[config.mk]
export PLATFORM = sky130hd
export DESIGN_NAME = regfile_sequencer_flat
export DESIGN_NICKNAME = d
export VERILOG_FILES = /design/src/rtl/regfile_sequencer_if.sv /design/src/rtl/regfile_sequencer.sv /design/src/flat_wrapper.sv
export SDC_FILE = /design/constraint.sdc
export NUM_CORES = 1
export LEC_CHECK = 0
export BUFFER_PORTS_ARGS = -buffer_cell sky130_fd_sc_hd__buf_2
export CAP_MARGIN = 20
export CORE_UTILIZATION = 40
export CTS_BUF_LIST = sky130_fd_sc_hd__clkbuf_8
export DETAILED_ROUTE_END_ITERATION = 7
export MAX_ROUTING_LAYER = met4
export SLEW_MARGIN = 20
export SYNTH_ARGS = -nofsm -noshare
export SYNTH_HDL_FRONTEND = slang
export SYNTH_SLANG_ARGS = --single-unit
[constraint.sdc]
create_clock -name Clk -period 3.9 [get_ports Clk]
set_clock_uncertainty 0.05 [all_clocks]
set_input_delay 1.17 -clock Clk [delete_from_list [all_inputs] [get_ports Clk]]
set_output_delay 1.17 -clock Clk [all_outputs]
set_load 0.1 [all_outputs]
[src/rtl/regfile_sequencer_if.sv]
// Instruction handshake and register-file port bundle for regfile_sequencer.
// The environment (master) issues instructions and owns the register file; the sequencer is the slave.
interface regfile_sequencer_if;
  localparam int unsigned DW = 8;
  localparam int unsigned AW = 3;

  logic          inst_valid;
  logic          inst_ready;
  logic [2:0]    op;
  logic [AW-1:0] rd;
  logic [AW-1:0] rs;
  logic [AW-1:0] rt;
  logic [DW-1:0] imm;
  logic          WEN;
  logic [AW-1:0] RW;
  logic [DW-1:0] busW;
  logic [AW-1:0] RX;
  logic [AW-1:0] RY;
  logic [DW-1:0] busX;
  logic [DW-1:0] busY;
  logic          done;
  logic [DW-1:0] result;

  modport master (
    output inst_valid, op, rd, rs, rt, imm, busX, busY,
    input  inst_ready, WEN, RW, busW, RX, RY, done, result
  );

  modport slave (
    input  inst_valid, op, rd, rs, rt, imm, busX, busY,
    output inst_ready, WEN, RW, busW, RX, RY, done, result
  );
endinterface

[src/rtl/regfile_sequencer.sv]
// Four-phase instruction sequencer: accept, read operands, execute, write back.
// One instruction in flight; the write-back lands before the next read, so no forwarding is needed.
module regfile_sequencer (
  input logic          Clk,
  input logic          Reset,
  regfile_sequencer_if.slave bus
);
  localparam int unsigned DW = 8;
  localparam int unsigned AW = 3;

  localparam logic [2:0] OP_ADD  = 3'd0;
  localparam logic [2:0] OP_SUB  = 3'd1;
  localparam logic [2:0] OP_AND  = 3'd2;
  localparam logic [2:0] OP_OR   = 3'd3;
  localparam logic [2:0] OP_XOR  = 3'd4;
  localparam logic [2:0] OP_SLT  = 3'd5;
  localparam logic [2:0] OP_ADDI = 3'd6;
  localparam logic [2:0] OP_LI   = 3'd7;

  typedef enum logic [1:0] {
    IDLE = 2'd0,
    READ = 2'd1,
    EXEC = 2'd2,
    WB   = 2'd3
  } state_t;

  state_t        state;
  state_t        next_state;
  logic          hs_c;
  logic [2:0]    op_q;
  logic [AW-1:0] rd_q;
  logic [DW-1:0] imm_q;
  logic [DW-1:0] a_q;
  logic [DW-1:0] b_q;
  logic [AW-1:0] rx_q;
  logic [AW-1:0] ry_q;
  logic [AW-1:0] rw_q;
  logic [DW-1:0] busw_q;
  logic [DW-1:0] result_q;
  logic [DW-1:0] alu_c;
  logic          ready_q;
  logic          wen_q;
  logic          done_q;

  assign hs_c = bus.inst_valid & (state == IDLE);

  // State register
  always_ff @(posedge Clk) begin
    if (Reset) state <= IDLE;
    else       state <= next_state;
  end

  // Next-state logic: every phase lasts one cycle, IDLE waits for a handshake
  always_comb begin
    next_state = state;
    unique case (state)
      IDLE: if (hs_c) next_state = READ;
      READ: next_state = EXEC;
      EXEC: next_state = WB;
      WB:   next_state = IDLE;
    endcase
  end

  // Result of the captured instruction on the latched operands
  always_comb begin
    alu_c = '0;
    case (op_q)
      OP_ADD:  alu_c = a_q + b_q;
      OP_SUB:  alu_c = a_q - b_q;
      OP_AND:  alu_c = a_q & b_q;
      OP_OR:   alu_c = a_q | b_q;
      OP_XOR:  alu_c = a_q ^ b_q;
      OP_SLT:  alu_c = {{(DW-1){1'b0}}, ($signed(a_q) < $signed(b_q))};
      OP_ADDI: alu_c = a_q + imm_q;
      OP_LI:   alu_c = imm_q;
    endcase
  end

  // Datapath and registered outputs
  always_ff @(posedge Clk) begin
    if (Reset) begin
      op_q     <= '0;
      rd_q     <= '0;
      imm_q    <= '0;
      a_q      <= '0;
      b_q      <= '0;
      rx_q     <= '0;
      ry_q     <= '0;
      rw_q     <= '0;
      busw_q   <= '0;
      result_q <= '0;
      ready_q  <= 1'b1;
      wen_q    <= 1'b0;
      done_q   <= 1'b0;
    end else begin
      ready_q <= (next_state == IDLE);
      wen_q   <= 1'b0;
      done_q  <= 1'b0;
      if (hs_c) begin
        op_q  <= bus.op;
        rd_q  <= bus.rd;
        imm_q <= bus.imm;
        rx_q  <= bus.rs;
        ry_q  <= bus.rt;
      end
      if (state == READ) begin
        a_q <= bus.busX;
        b_q <= bus.busY;
      end
      // r0 is hardwired, so a write to it is suppressed but the instruction still retires
      if (state == EXEC) begin
        result_q <= alu_c;
        busw_q   <= alu_c;
        rw_q     <= rd_q;
        wen_q    <= (rd_q != AW'(0));
        done_q   <= 1'b1;
      end
    end
  end

  assign bus.inst_ready = ready_q;
  assign bus.WEN        = wen_q;
  assign bus.RW         = rw_q;
  assign bus.busW       = busw_q;
  assign bus.RX         = rx_q;
  assign bus.RY         = ry_q;
  assign bus.done       = done_q;
  assign bus.result     = result_q;
endmodule

[src/flat_wrapper.sv]
// flat-port wrapper written by rule: the top's interface ports become plain ports
module regfile_sequencer_flat 
  (Clk, Reset, bus_inst_valid, bus_op, bus_rd, bus_rs, bus_rt, bus_imm, bus_busX, bus_busY, bus_inst_ready, bus_WEN, bus_RW, bus_busW, bus_RX, bus_RY, bus_done, bus_result);
  regfile_sequencer_if bus_i ();
  input logic Clk;
  input logic Reset;
  input wire logic [$bits(bus_i.inst_valid)-1:0] bus_inst_valid;
  input wire logic [$bits(bus_i.op)-1:0] bus_op;
  input wire logic [$bits(bus_i.rd)-1:0] bus_rd;
  input wire logic [$bits(bus_i.rs)-1:0] bus_rs;
  input wire logic [$bits(bus_i.rt)-1:0] bus_rt;
  input wire logic [$bits(bus_i.imm)-1:0] bus_imm;
  input wire logic [$bits(bus_i.busX)-1:0] bus_busX;
  input wire logic [$bits(bus_i.busY)-1:0] bus_busY;
  output wire logic [$bits(bus_i.inst_ready)-1:0] bus_inst_ready;
  output wire logic [$bits(bus_i.WEN)-1:0] bus_WEN;
  output wire logic [$bits(bus_i.RW)-1:0] bus_RW;
  output wire logic [$bits(bus_i.busW)-1:0] bus_busW;
  output wire logic [$bits(bus_i.RX)-1:0] bus_RX;
  output wire logic [$bits(bus_i.RY)-1:0] bus_RY;
  output wire logic [$bits(bus_i.done)-1:0] bus_done;
  output wire logic [$bits(bus_i.result)-1:0] bus_result;
  assign bus_i.inst_valid = bus_inst_valid;
  assign bus_i.op = bus_op;
  assign bus_i.rd = bus_rd;
  assign bus_i.rs = bus_rs;
  assign bus_i.rt = bus_rt;
  assign bus_i.imm = bus_imm;
  assign bus_i.busX = bus_busX;
  assign bus_i.busY = bus_busY;
  assign bus_inst_ready = bus_i.inst_ready;
  assign bus_WEN = bus_i.WEN;
  assign bus_RW = bus_i.RW;
  assign bus_busW = bus_i.busW;
  assign bus_RX = bus_i.RX;
  assign bus_RY = bus_i.RY;
  assign bus_done = bus_i.done;
  assign bus_result = bus_i.result;
  regfile_sequencer u_core (.Clk(Clk), .Reset(Reset), .bus(bus_i));
endmodule
Yosys cells after proc, flatten, opt, wreduce, memory -nomap -nowiden
Cells that the tools add are included.
{"block": "word_totals", "in_bits": 39, "ff_bits": 52, "output_inout_bits": 28}
{"block": "op_classes", "magnitude_cmp": 1, "bitwise_logic": 5, "eq_ne": 10, "reduce_logical": 5, "add_sub_neg": 3, "mux": 4}
{"op": "case mux 8 bit (8 select lines)", "count": 1}
{"op": "adder 8 bit", "count": 2}
{"op": "== test 3 bit (second input constant)", "count": 4}
{"op": "AND 8 bit", "count": 1}
{"op": "< comparator 8 bit", "count": 1}
{"op": "OR 8 bit", "count": 1}
{"op": "case mux 2 bit (4 select lines)", "count": 1}
{"op": "subtractor 8 bit", "count": 1}
{"op": "bitwise XOR 8 bit", "count": 1}
{"op": "== test 3 x 2 -> 1 bit (second input constant)", "count": 2}
{"op": "== test 2 bit (second input constant)", "count": 2}
{"op": "logical NOT 2 bit", "count": 2}
{"op": "== test 3 x 1 -> 1 bit (second input constant)", "count": 1}
{"op": "logical NOT 3 bit", "count": 1}
{"op": "nonzero test 3 bit", "count": 1}
{"op": "== test 2 x 1 -> 1 bit (second input constant)", "count": 1}
{"op": "2-to-1 mux 2 bit", "count": 1}
{"op": "OR reduction 2 bit", "count": 1}
{"op": "AND 1 bit", "count": 1}
{"op": "2-to-1 mux 1 bit", "count": 1}
{"op": "NOT 1 bit", "count": 1}

Longest topological paths before layout
{"block": "logic_depth", "ltp_word": 5, "ltp_mapped": 10}

Worst setup path before layout
Ideal clock, no wire load.
{"block": "synth_timing", "kind": "register -> output", "start": "register u_core.result_q[0], in the netlist u_core.bus.result[0]", "end": "output port bus_result[0]", "n_path_buf": 1, "t_arrival_ns": 1.386, "stages_incl_launch_ff": 2, "slack_ns": 1.294, "t_required_ns": 2.680, "path_cell_list": "dfxtp_1 buf_4"}
{"element": "start: declaration", "line": "regfile_sequencer.sv:39", "rtl": "logic [DW-1:0] result_q;"}
{"element": "start signal: assignment", "line": "regfile_sequencer.sv:112", "rtl": "result_q <= alu_c;"}
{"element": "end: declaration", "line": "flat_wrapper.sv:22", "rtl": "output wire logic [$bits(bus_i.result)-1:0] bus_result;"}
No word-level cell between the ends.

Worst setup path in the final report
{"block": "layout_timing", "start": "register u_core.op_q[0]", "end": "register u_core.result_q[6], in the netlist u_core.bus.result[6]"}
{"block": "layout_via", "elab_chain_cells": 2}
{"element": "start: declaration", "line": "regfile_sequencer.sv:30", "rtl": "logic [2:0] op_q;"}
{"element": "start signal: assignment", "line": "regfile_sequencer.sv:100", "rtl": "op_q <= bus.op;"}
{"element": "== test 3 bit, or another cell as far along", "line": "regfile_sequencer.sv:67", "rtl": "case (op_q)"}
{"element": "case mux 8 bit (8 select lines) (*)", "line": "regfile_sequencer.sv:67"}
Mark *: on every way between the ends. The rest lies on a longest branch, timed or not.
A chain may end at the register's enable or synchronous reset.

==> results.cfg <==
[run]
cap_violations = 0

[floorplanning]
start_util_pct = 41.9
fp-row-count = 32
die_width_um = 92.7
die_y_um = 92.7
dieArea_um2 = 8590
top_level_ports = 67
core_area_um2 = 7850

[routing]
wire_per_inst_um = 14.5
drt_antenna_net_count = 0
num_vias = 2879
first_pass_iters = 4
route.final.wire_length_mm = 8.06
drt_first_iter_violations = 180
remaining_drc_errors = 0
viasPerCell = 5.19

[finish]
layout.area.seq_um2 = 1040
n_fill_cell = 866
fraction_of_final_layout_cells_with_drive_strength_greater_than_1_pct = 20.3
diode_insertion_count_for_antenna_repair = 0
final_area_um2 = 3710
area_delta_synth_final_pct = 12.8
fin_nets = 527
stdcell_count = 555
multi_input_area_um2 = 1980

[power_and_ir_drop]
peakVddDrop_uv = 330
power_density_nw_per_um2 = 703
p_leak_nw = 1.67

[global_route]
grt.overflow.total = 0
grt_antenna_before_repair = 0
grt_pass1_wl_mm = 13.4
track_usage_pct = 20.4
first_global_vias = 2692
grt_max_degree = 29

[timing]
final_max_slew_viol_count = 0
finalWorstPathRequiredPeriod_ns = 2.52
hold_violation_total_from_the_final_report = 0
maxClockFrequency_mhz = 397
slew_headroom_pct = 36.2
timing.final.crit_share_pct = 64.5
timing.setup.tns_ns = 0
max_slew.worst_pin.slew_ns = 0.957
finalSetupViolations = 0
rsz0062_at_grt = no

[clock_tree]
h_tree_level_count = 2
post_cts.resized_instances = 0
clock_tree.root_cell = sky130_fd_sc_hd__clkbuf_8
cts_buffers = 5
tritoncts_num_sinks = 52
cts_tree = built
cts.repair_timing.setup_buffer_count = 0
worst_skew_pair.late_latency_ns = 0.31
path_clk_slew_ns = 0.11
postCtsHoldBufs = 0
clock_path_buffers = 2

[synthesis]
synth_top_cells_by_area = sky130_fd_sc_hd__dfxtp_1, sky130_fd_sc_hd__ha_1, sky130_fd_sc_hd__mux2i_1, sky130_fd_sc_hd__nand2_1, sky130_fd_sc_hd__a21oi_1
synth.cells.most_frequent = sky130_fd_sc_hd__nand2_1, sky130_fd_sc_hd__dfxtp_1, sky130_fd_sc_hd__a21oi_1, sky130_fd_sc_hd__nor2_1, sky130_fd_sc_hd__ha_1
synth_edf_count = 0
ys_types = 48
synth_area_per_cell_um2 = 8.17
synthCells = 403
netlist.top_cell.by_area = sky130_fd_sc_hd__dfxtp_1
synthesis.nets = 478
synth_top_area_share_pct = 31.6
postSynth.topFlopCell = sky130_fd_sc_hd__dfxtp_1
synth_warnings = 0
ys_seq_area_share_pct = 31.6
yosys_register_bits = 52
synth.most_common_cell = sky130_fd_sc_hd__nand2_1
async_flop_share_pct = 0
post_synth_instance_area_um2 = 3290

[critical_path]
crit_slowest_cell = sky130_fd_sc_hd__fa_1
critical_path_class = flip-flop to flip-flop
timing.critical_path.arrival_ns = 2.65
worst_path_largest_cell_delay_ns = 0.44
startpoint_type = flip-flop
crit_chain = nand3b_4 > mux2_2 > ha_1 > fa_1 > a21oi_1 > o211ai_1 > xor2_1 > o21ai_0 > o32ai_1
critPathCaptureType = flip-flop
worst_ep_required_time_ns = 4.03
timing.critical_path.fanout_max = 8

[placement]
placed_cell_area_um2 = 3630
placement.io_buffers = 66
numPlacedInstances = 547
gp_congestion = 0.959
dp.final_hpwl_mm = 6.06

[run_status]
outcome = finished, final reports clean

[hold_path]
hold_path.class = flip-flop to flip-flop
final timing paths:
kind	startpoint	end	slack, ns	cells after the start
worst max register to register	u_core.op_q[0]	u_core.bus.result[6]	1.38	9
worst max-delay path	u_core.op_q[0]	u_core.bus.result[6]	1.38	9
worst min-delay path	u_core.bus.RY[2]	u_core.bus.RY[2]	0.41	2
worst min register to register	u_core.bus.RY[2]	u_core.bus.RY[2]	0.41	2
layout by cell type, fill, tap and decap left out, types with 3 or more instances in the layout:
cell,n
sky130_fd_sc_hd__a21oi_1,39
sky130_fd_sc_hd__buf_2,66
sky130_fd_sc_hd__buf_4,4
sky130_fd_sc_hd__clkbuf_8,5
sky130_fd_sc_hd__dfxtp_1,52
sky130_fd_sc_hd__ha_1,34
sky130_fd_sc_hd__inv_1,31
sky130_fd_sc_hd__mux2_2,8
sky130_fd_sc_hd__mux2i_1,22
sky130_fd_sc_hd__nand2_1,56
sky130_fd_sc_hd__nand2b_1,3
sky130_fd_sc_hd__nand3_1,5
sky130_fd_sc_hd__nor2_1,37
sky130_fd_sc_hd__nor2b_1,5
sky130_fd_sc_hd__nor3_1,6
sky130_fd_sc_hd__o211ai_1,6
sky130_fd_sc_hd__o21ai_0,22
sky130_fd_sc_hd__o21ai_1,3
sky130_fd_sc_hd__o21bai_1,4
sky130_fd_sc_hd__or3_1,3
sky130_fd_sc_hd__xnor2_1,6
sky130_fd_sc_hd__xor2_1,3
layer usage:
layer  track usage, %  wire length (µm)  up-vias
met3             3.04               403        6
li1                 -                 -     1459
met2             31.8              3620       71
met1             28.0              3970     1343
met5                -                 0        -
met4             4.49                71        0
power by group:
| part | switching (mW) | internal [mW] | leakage (nW) |
|---|---|---|---|
| combinational | 1.07 | 0.474 | 1.19 |
| sequential | 0.0997 | 0.645 | 0.425 |
| clock | 0.192 | 0.126 | 0.0497 |
| total | 1.37 | 1.25 | 1.67 |
kinds of logic (layout without fill, tap and decap cells):
family | Yosys count | count (layout) | synth area share [%]
and+or+nand+nor | 120 | 120 | 16.1
buffers and inverters | 58 | 108 | 8.06
DFF | 52 | 52 | 31.6
xor gates and xnor gates | 9 | 9 | 2.40
adders and majority gates | 36 | 36 | 14.1
muxes | 30 | 30 | 9.43
AOI/OAI and AO/OA | 98 | 98 | 18.3
critical path, delay by kind of cell (launching register included):
| family | cells | cell delay [ns] |
|---|---|---|
| mux | 1 | 0.35 |
| fa+ha+maj | 2 | 0.69 |
| simple gates | 1 | 0.22 |
| flops | 1 | 0.34 |
| xor+xnor | 1 | 0.16 |
| compound gates | 4 | 0.59 |
area by class of cell:
cell class	count	share of cell area (%)
Clock buffer	5	1.85
Clock inverter	3	0.472
Multi-Input combinational cell	293	53.5
Inverter	30	3.03
Timing Repair Buffer	70	9.71
Tap cell	102	3.44
Sequential cell	52	28.0
flip-flops by register name, indices dropped and copies added, names as in the netlist:
signal / count
u_core.rd_q: 3
u_core.a_q: 8
u_core.b_q: 8
u_core.state: 2
u_core.bus.WEN: 1
u_core.imm_q: 8
u_core.bus.done: 1
u_core.bus.RW: 3
u_core.bus.RX: 3
u_core.bus.RY: 3
u_core.bus.result: 8
u_core.op_q: 3
u_core.bus.inst_ready: 1
through the flow:
step                      hold slack (ns)  util [%]  total power, mW  setup WS (ns)
after CTS                           0.412      47.3             2.62           1.39
after detailed placement            0.398      46.2             2.30           1.40
final                               0.407      47.3             2.61           1.38
after global routing                0.423      47.3             2.80           1.25
after global placement              0.391      46.2             2.29           1.43
after floorplan                     0.394         -             2.03           1.29
Note: power is estimated with default switching activity, not from simulation.
